$ cat config.mk
export PLATFORM = sky130hd
export DESIGN_NAME = approx_error_monitor
export DESIGN_NICKNAME = d
export VERILOG_FILES = /design/src/rtl/approx_error_monitor.sv
export SDC_FILE = /design/constraint.sdc
export NUM_CORES = 1
export LEC_CHECK = 0
export BUFFER_PORTS_ARGS = -buffer_cell sky130_fd_sc_hd__buf_2
export CORE_ASPECT_RATIO = 1.5
export CORE_UTILIZATION = 54
export DETAILED_ROUTE_END_ITERATION = 10
export GPL_ROUTABILITY_DRIVEN = 0
export PLACE_DENSITY = 0.83
export SYNTH_ARGS = -nofsm -noshare
export SYNTH_HDL_FRONTEND = slang
export SYNTH_SLANG_ARGS = --single-unit
$ cat constraint.sdc
create_clock -name clk -period 3.65 [get_ports clk]
set_clock_uncertainty 0.1 [all_clocks]
set_input_delay 0.5475 -clock clk [delete_from_list [all_inputs] [get_ports clk]]
set_output_delay 0.5475 -clock clk [all_outputs]
set_load 0.01 [all_outputs]
$ cat src/rtl/approx_error_monitor.sv
// Exhaustive error monitor for an approximate 2-bit adder.
// Sweeps all 16 operand pairs and accumulates absolute-error statistics.
module approx_error_monitor #(
  parameter int ET = 7
) (
  input  logic       clk,
  input  logic       rst_n,
  input  logic       start,
  output logic [3:0] dut_in,
  input  logic [2:0] dut_out,
  output logic       busy,
  output logic       done,
  output logic [2:0] max_err,
  output logic [4:0] err_cnt,
  output logic [6:0] sum_err,
  output logic       viol
);

  typedef enum logic [1:0] {
    IDLE,
    SWEEP,
    DRAIN,
    DONE
  } state_t;

  state_t     state;
  state_t     state_nx;
  logic [3:0] cnt;
  logic       drv_valid;
  logic       s1_valid;
  logic [3:0] s1_vec;
  logic [2:0] s1_out;
  logic       accept;

  logic [1:0] op_a;
  logic [1:0] op_b;
  logic [2:0] exact;
  logic [2:0] err;
  logic [2:0] max_nx;

  assign accept = (state == IDLE) && start;
  assign done   = (state == DONE);

  always_comb begin
    state_nx = state;
    unique case (state)
      IDLE:  if (start) state_nx = SWEEP;
      SWEEP: if (cnt == 4'd15) state_nx = DRAIN;
      DRAIN: if (cnt == 4'd1) state_nx = DONE;
      DONE:  state_nx = IDLE;
      default: state_nx = IDLE;
    endcase
  end

  // cnt indexes vectors in SWEEP and drain cycles in DRAIN
  always_ff @(posedge clk or negedge rst_n) begin
    if (!rst_n) begin
      state     <= IDLE;
      cnt       <= '0;
      dut_in    <= '0;
      drv_valid <= 1'b0;
      busy      <= 1'b0;
    end else begin
      state     <= state_nx;
      dut_in    <= (state == SWEEP) ? cnt : 4'd0;
      drv_valid <= (state == SWEEP);
      busy      <= (state == SWEEP) ||
                   ((state == DRAIN) && (cnt == 4'd0));
      if (state_nx != state)
        cnt <= '0;
      else if ((state == SWEEP) || (state == DRAIN))
        cnt <= cnt + 4'd1;
    end
  end

  always_ff @(posedge clk or negedge rst_n) begin
    if (!rst_n) begin
      s1_valid <= 1'b0;
      s1_vec   <= '0;
      s1_out   <= '0;
    end else begin
      s1_valid <= drv_valid;
      s1_vec   <= dut_in;
      s1_out   <= dut_out;
    end
  end

  assign op_a   = s1_vec[1:0];
  assign op_b   = s1_vec[3:2];
  assign exact  = {1'b0, op_a} + {1'b0, op_b};
  assign err    = (s1_out >= exact) ? (s1_out - exact)
                                    : (exact - s1_out);
  assign max_nx = (err > max_err) ? err : max_err;

  always_ff @(posedge clk or negedge rst_n) begin
    if (!rst_n) begin
      max_err <= '0;
      err_cnt <= '0;
      sum_err <= '0;
      viol    <= 1'b0;
    end else if (accept) begin
      max_err <= '0;
      err_cnt <= '0;
      sum_err <= '0;
      viol    <= 1'b0;
    end else if (s1_valid) begin
      max_err <= max_nx;
      err_cnt <= err_cnt + 5'(err != 3'd0);
      sum_err <= sum_err + 7'(err);
      viol    <= ({1'b0, max_nx} > 4'(ET));
    end
  end

endmodule

==> impl_metrics.ini, run 1 <==
[worst_setup_path]
crit_chain = ha_1 > inv_1 > fa_2 > inv_2 > ha_1 > nand2_2 > o211ai_1 > mux2i_2 > ha_1 > nor2b_1 > o21ai_0 > a21oi_4 > mux2i_1 > nor2_1
worstPathRequired_ns = 3.70
start_kind = flop
critical_path.top_delay_family = adder cells
reg2reg_to = max_err[0]
reg2reg_slack_ns = 0.15
cpMostUsedCell = ha_1
critPathMaxStageDelay_ns = 0.57
ff2ff_path_depth = 14
r2r_start = s1_vec[0]
setup.worst_path.class = reg2reg
cpMaxStageDelayCell = fa_2
cp.arrival_ns = 3.54
path_buf_inv = 2
end_kind = flop
crit_path_max_fanout = 5

[placement]
dp_hpwl_microns = 2580
io_buffers = 26
dp_slack_ns = 0.0973
placed_area_sq_um = 2130

[clock_tree]
postCtsSetupBuffers = 0
hold_buffers = 0
cts_tree = done
cts.clk_slew.worst_paths_ns = 0.07
cts-root-buf = clkbuf_8
h-tree-depth = 2
cts_buffers = 5
clkLatencyLatePin_ns = 0.28
cts_max_path_buffers = 2
clock-sinks = 35
post_cts_resize_count = 0

[final_layout]
areaGrowthSynthToFinish_pct = 14.0
fin_nets = 246
design_area_sq_um = 2240
drive_gt1_frac = 0.225
diodes = 0

[synth]
netlist_instances = 184
synth_top_family_by_area = adder cells
synth_largest_area_cell = dfrtp_1
synth.avg_cell_area_sq_um = 10.7
synth-seq-area-share = 0.445
synth-xor-area-share = 0.0490
yosys.area_share.simple = 0.135
ys_types = 38
yosysWarnings = 0
synth.net_count = 218
synthArstFlopShare = 1.00
synthFlopType = dfrtp_1
synth_top_cell_area_share = 0.445
netlist_area_sq_um = 1970
synth_compound_area_frac = 0.0884
synthMuxAreaShare = 0.0407
yosys_register_bits = 35
synthAdderAreaFrac = 0.193
synth-edff-count = 0
synthTopCellsByArea = dfrtp_1, ha_1, nor2_1

[route]
first_iter_violations = 20
drtPass1Iterations = 4
vias = 1348
vias_per_cell = 5.29
ant_nets = 0
wl_microns = 3370
wl_per_cell_microns = 13.2
post-route-drc-count = 0

[timing]
final.setup.worst_slack_ns = 0.155
tns_ns = 0
finalHoldViolCount = 0
final_max_slew_viol_count = 0
fin_crit_sh = 0.958
fmax_mhz = 286
holdWs_ns = 0.225
relSlewSlack = 0.502
worst-slew-pin-transition_ns = 0.747
setup_viol = 0
period_minus_slack_ns = 3.50

[pwr]
ir_drop_mv = 0.423
p_leak_nw = 1.15
p_per_area_nw_per_um2 = 761
p_total_mw = 1.71

[global_routing]
grt_pass1_wl_microns = 5870
groute.usage.overall = 0.203
grt_pass1_vias = 1368
overflow = 0
grt_max_degree = 36
antenna_found_initial = 0

[floorplanning]
die_w_microns = 51.3
io_pins = 28
core_sq_um = 3450
fp-row-count = 26
die_area_sq_um = 3890
die_y_microns = 75.9
floorplan.initialDensity = 0.571

[hold_path]
worstHoldPathType = in2async

[run]
drv_cap = 0

[status]
status = finished, final reports clean
==> power breakdown <==
part	total (mW)	leakage [nW]	internal, mW	switching, mW
Clock	0.301	0.0515	0.172	0.129
Sequential	0.618	0.459	0.498	0.119
Combinational	0.789	0.641	0.350	0.438
==> layout by cell type, fill, tap and decap left out, types with 2 or more instances in the layout <==
master and n:
a211oi_1 2, a21o_1 2, a21oi_1 5, and2_1 5, buf_2 26, clkbuf_8 7, dfrtp_1 35, fa_1 2
fa_2 2, ha_1 24, inv_1 13, inv_2 3, mux2i_1 7, nand2_1 11, nand3_1 4, nand4_1 4
nor2_1 22, nor2b_1 2, nor3_1 2, o21ai_0 4, o21ai_2 2, o31ai_1 2, xnor2_1 3, xor2_1 8
==> routing by layer <==
| metal | vias to the layer above | wire, microns | share of wire | global-route usage |
|---|---|---|---|---|
| li1 | 664 | - | - | - |
| met1 | 660 | 1330 | 0.39 | 0.227 |
| met2 | 18 | 1860 | 0.55 | 0.339 |
| met3 | 6 | 112 | 0.033 | 0.0482 |
| met4 | 0 | 77 | 0.023 | 0.122 |
| met5 | - | 0 | 0 | 0 |
==> synth_stat cells, drive strengths merged (3+ instances only) <==
cell,instances
ha,24
and2,5
a21oi,6
inv,17
clkbuf,3
nor2,22
o21ai,6
mux2i,8
xnor2,3
nand3,4
nand2,12
xor2,8
nor2b,3
dfrtp,35
nand4,4
fa,4
==> cell families (layout without fill, tap and decap cells) <==
family                     after synthesis  count (layout)
xor gates and xnor gates                11              11
DFF                                     35              35
buffers and inverters                   22              51
and+or+nand+nor                         54              54
AOI/OAI and AO/OA                       25              25
muxes                                    8               8
adders and majority gates               28              28
other                                    1               1
==> sequential cells by signal, summed over array words and instances (netlist names) <==
register,count
sum_err,7
err_cnt,5
cnt,4
dut_in,4
s1_vec,4
max_err,3
s1_out,3
state,2
busy,1
drv_valid,1
s1_valid,1
==> worst register-to-register path, delay by kind of cell (launching register included) <==
family                     cells  cell delay [ns]
adders and majority gates      4             1.31
AOI/OAI and AO/OA              3             0.66
muxes                          2             0.60
DFF                            1             0.34
and+or+nand+nor                3             0.24
buffers and inverters          2             0.11
==> stage by stage <==
stage	instances	utilization
after global placement	247	0.617
after floorplan	184	-
after CTS	255	0.646
after global routing	255	0.651
after detailed placement	247	0.617
final	255	0.651
==> final cells by class <==
cell class / count / area, sq um
tap: 42 / 52.6
fill: 308 / 1200
sequential: 35 / 876
inverter: 17 / 68.8
clock buffer: 8 / 100
timing repair buffer: 26 / 130
multi-input combinational: 127 / 1020
==> worst max path at each step <==
| stage | slack (ns) | cells past startpoint | from | end |
|---|---|---|---|---|
| floorplan | 0.39 | 16 | s1_vec[0] | max_err[0] |
| global placement | 0.21 | 13 | s1_vec[0] | max_err[0] |
| detailed placement | 0.1 | 16 | s1_vec[0] | max_err[0] |
| CTS | 0.1 | 16 | s1_vec[0] | max_err[0] |
| global route | -0.03 | 13 | s1_vec[0] | max_err[1] |
| finish | 0.15 | 14 | s1_vec[0] | max_err[0] |
(Power assumes the default switching activity.)
==> run 2: changes to the inputs <==
--- a/config.mk
+++ b/config.mk
@@ -6,6 +6,7 @@
 export NUM_CORES = 1
 export LEC_CHECK = 0
 export BUFFER_PORTS_ARGS = -buffer_cell sky130_fd_sc_hd__buf_2
+export CAP_MARGIN = 10
 export CORE_ASPECT_RATIO = 1.5
 export CORE_UTILIZATION = 54
 export DETAILED_ROUTE_END_ITERATION = 10
==> constraint.sdc (replaced) <==
create_clock -name clk -period 3.65 [get_ports clk]
set_clock_uncertainty 0.1 [all_clocks]
set_input_delay 0.1825 -clock clk [delete_from_list [all_inputs] [get_ports clk]]
set_output_delay 0.1825 -clock clk [all_outputs]
set_load 0.01 [all_outputs]
==> run 2 against run 1 <==
Compared with the run above: combinational power about the same; final area grew 1.8%; critical endpoint unchanged; sequential cell count did not move; critical path type unchanged; sequential power about the same; critical path depth unchanged; die area stayed put.
==> impl_metrics.ini, run 2 (synthesis results as in run 1) <==
[final_layout]
n_fill_cell = 302
final_common_cell = dfrtp_1
fin_nets = 250
final_cell_mix = dfrtp_1, buf_2, ha_1
diodes = 0
drive_gt1_frac = 0.221
regMostFlops = sum_err
areaGrowthSynthToFinish_pct = 16.0
largest_reg_flops = 7
largest_registers = sum_err: 7 flops, err_cnt: 5 flops

[run]
drv_cap = 0

[timing]
worst-slew-pin-transition_ns = 0.746
fmax_mhz = 286
holdWs_ns = 0.145
final_max_slew_viol_count = 0
period_minus_slack_ns = 3.49
finalHoldViolCount = 0
relSlewSlack = 0.503
fin_crit_sh = 0.957
setup_viol = 0

[worst_setup_path]
ff2ff_path_depth = 14
start_kind = flop
end_kind = flop
cp.arrival_ns = 3.54
endpoint = max_err[0]
reg2reg_to = max_err[0]
crit_path_max_fanout = 5
r2r_start = s1_vec[0]
worstPathRequired_ns = 3.70
setup.worst_path.class = reg2reg
reg2reg_slack_ns = 0.16
crit_start = s1_vec[0]

[route]
post-route-drc-count = 0
ant_nets = 0
wl_met3_microns = 110
wl_per_cell_microns = 13.2
first_iter_violations = 27
wl_microns = 3420
wl_met2_microns = 1850
vias_per_cell = 5.23
drtPass1Iterations = 4
met1_length_microns = 1380
maxUsedRoutingLayer = met4
vias = 1355

[hold_path]
min_from = start
worstHoldPathType = in2reg
holdPathStages = 3

[floorplanning]
die_w_microns = 51.3
fp-row-count = 26
core_sq_um = 3450
floorplan.initialDensity = 0.571
die_y_microns = 75.9
die_area_sq_um = 3890
io_pins = 28

[global_routing]
groute.usage.overall = 0.207
antenna_found_initial = 0
grt_pass1_wl_microns = 5990
overflow = 0
grt_max_degree = 36
grt_pass1_vias = 1390

[clock_tree]
cts_max_path_buffers = 2
clkLatencyLatePin_ns = 0.28
clock-sinks = 35
cts-root-buf = clkbuf_8
cts_tree = done
cts.clk_slew.worst_paths_ns = 0.07
cts_buffers = 5
h-tree-depth = 2

[status]
status = finished, final reports clean

[pwr]
p_leak_nw = 1.17
p_per_area_nw_per_um2 = 749
ir_drop_mv = 0.423
p_total_mw = 1.71

[placement]
dp_hpwl_microns = 2580
io_buffers = 26
run 2: what timing repair did:
| item | CTS | global route |
|---|---|---|
| setup endpoints to repair | 0 | 5 |
| resized for setup | 0 | 6 |
| buffers inserted | 0 | 0 |
| endpoints found under the hold margin | 38 | 0 |
| hold buffers | 4 | 0 |
run 2: final cells by class:
cell class	instances	area [sq um]	area share
multi-input combinational	127	1020	0.445
timing repair buffer	30	170	0.0745
tap	42	52.6	0.0230
sequential	35	876	0.384
inverter	17	68.8	0.0301
clock buffer	8	100	0.0438
run 2: worst max-delay path: stages (launching register included):
cell      delay [ns]
dfrtp_1         0.34
ha_1            0.14
inv_1           0.05
fa_2            0.57
inv_2           0.06
ha_1            0.28
nand2_2         0.06
o211ai_1        0.23
mux2i_2         0.44
ha_1            0.32
nor2b_1         0.13
o21ai_0         0.31
a21oi_4         0.12
mux2i_1         0.16
nor2_1          0.05
run 2: per-stage QoR:
step | util | setup TNS [ns] | instances | instance area, sq um | setup slack [ns]
2_1_floorplan | - | 0 | 184 | 1970 | 0.390
3_3_place_gp | 0.617 | 0 | 247 | 2130 | 0.206
4_1_cts | 0.657 | 0 | 259 | 2270 | 0.0976
3_5_place_dp | 0.617 | 0 | 247 | 2130 | 0.0973
6_report | 0.662 | 0 | 259 | 2280 | 0.157
5_1_grt | 0.662 | -0.0532 | 259 | 2280 | -0.0281
run 2: worst min-delay path by stage:
stage,endpoint,slack (ns)
after floorplan,busy,-0.21
after global placement,sum_err[6],0.18
after detailed placement,sum_err[4],0.19
after CTS,state[0],0.12
after global routing,state[0],0.17
final,state[0],0.14
run 2: per-layer routing:
metal / vias to the layer above / track usage
met4: 0 / 0.122
met2: 16 / 0.341
met1: 662 / 0.238
met3: 6 / 0.0482
li1: 671 / -
met5: - / 0
run 2: power by group:
group	internal (mW)	switching (mW)	leakage [nW]
clock	0.172	0.129	0.0515
combinational	0.354	0.439	0.658
sequential	0.498	0.119	0.459
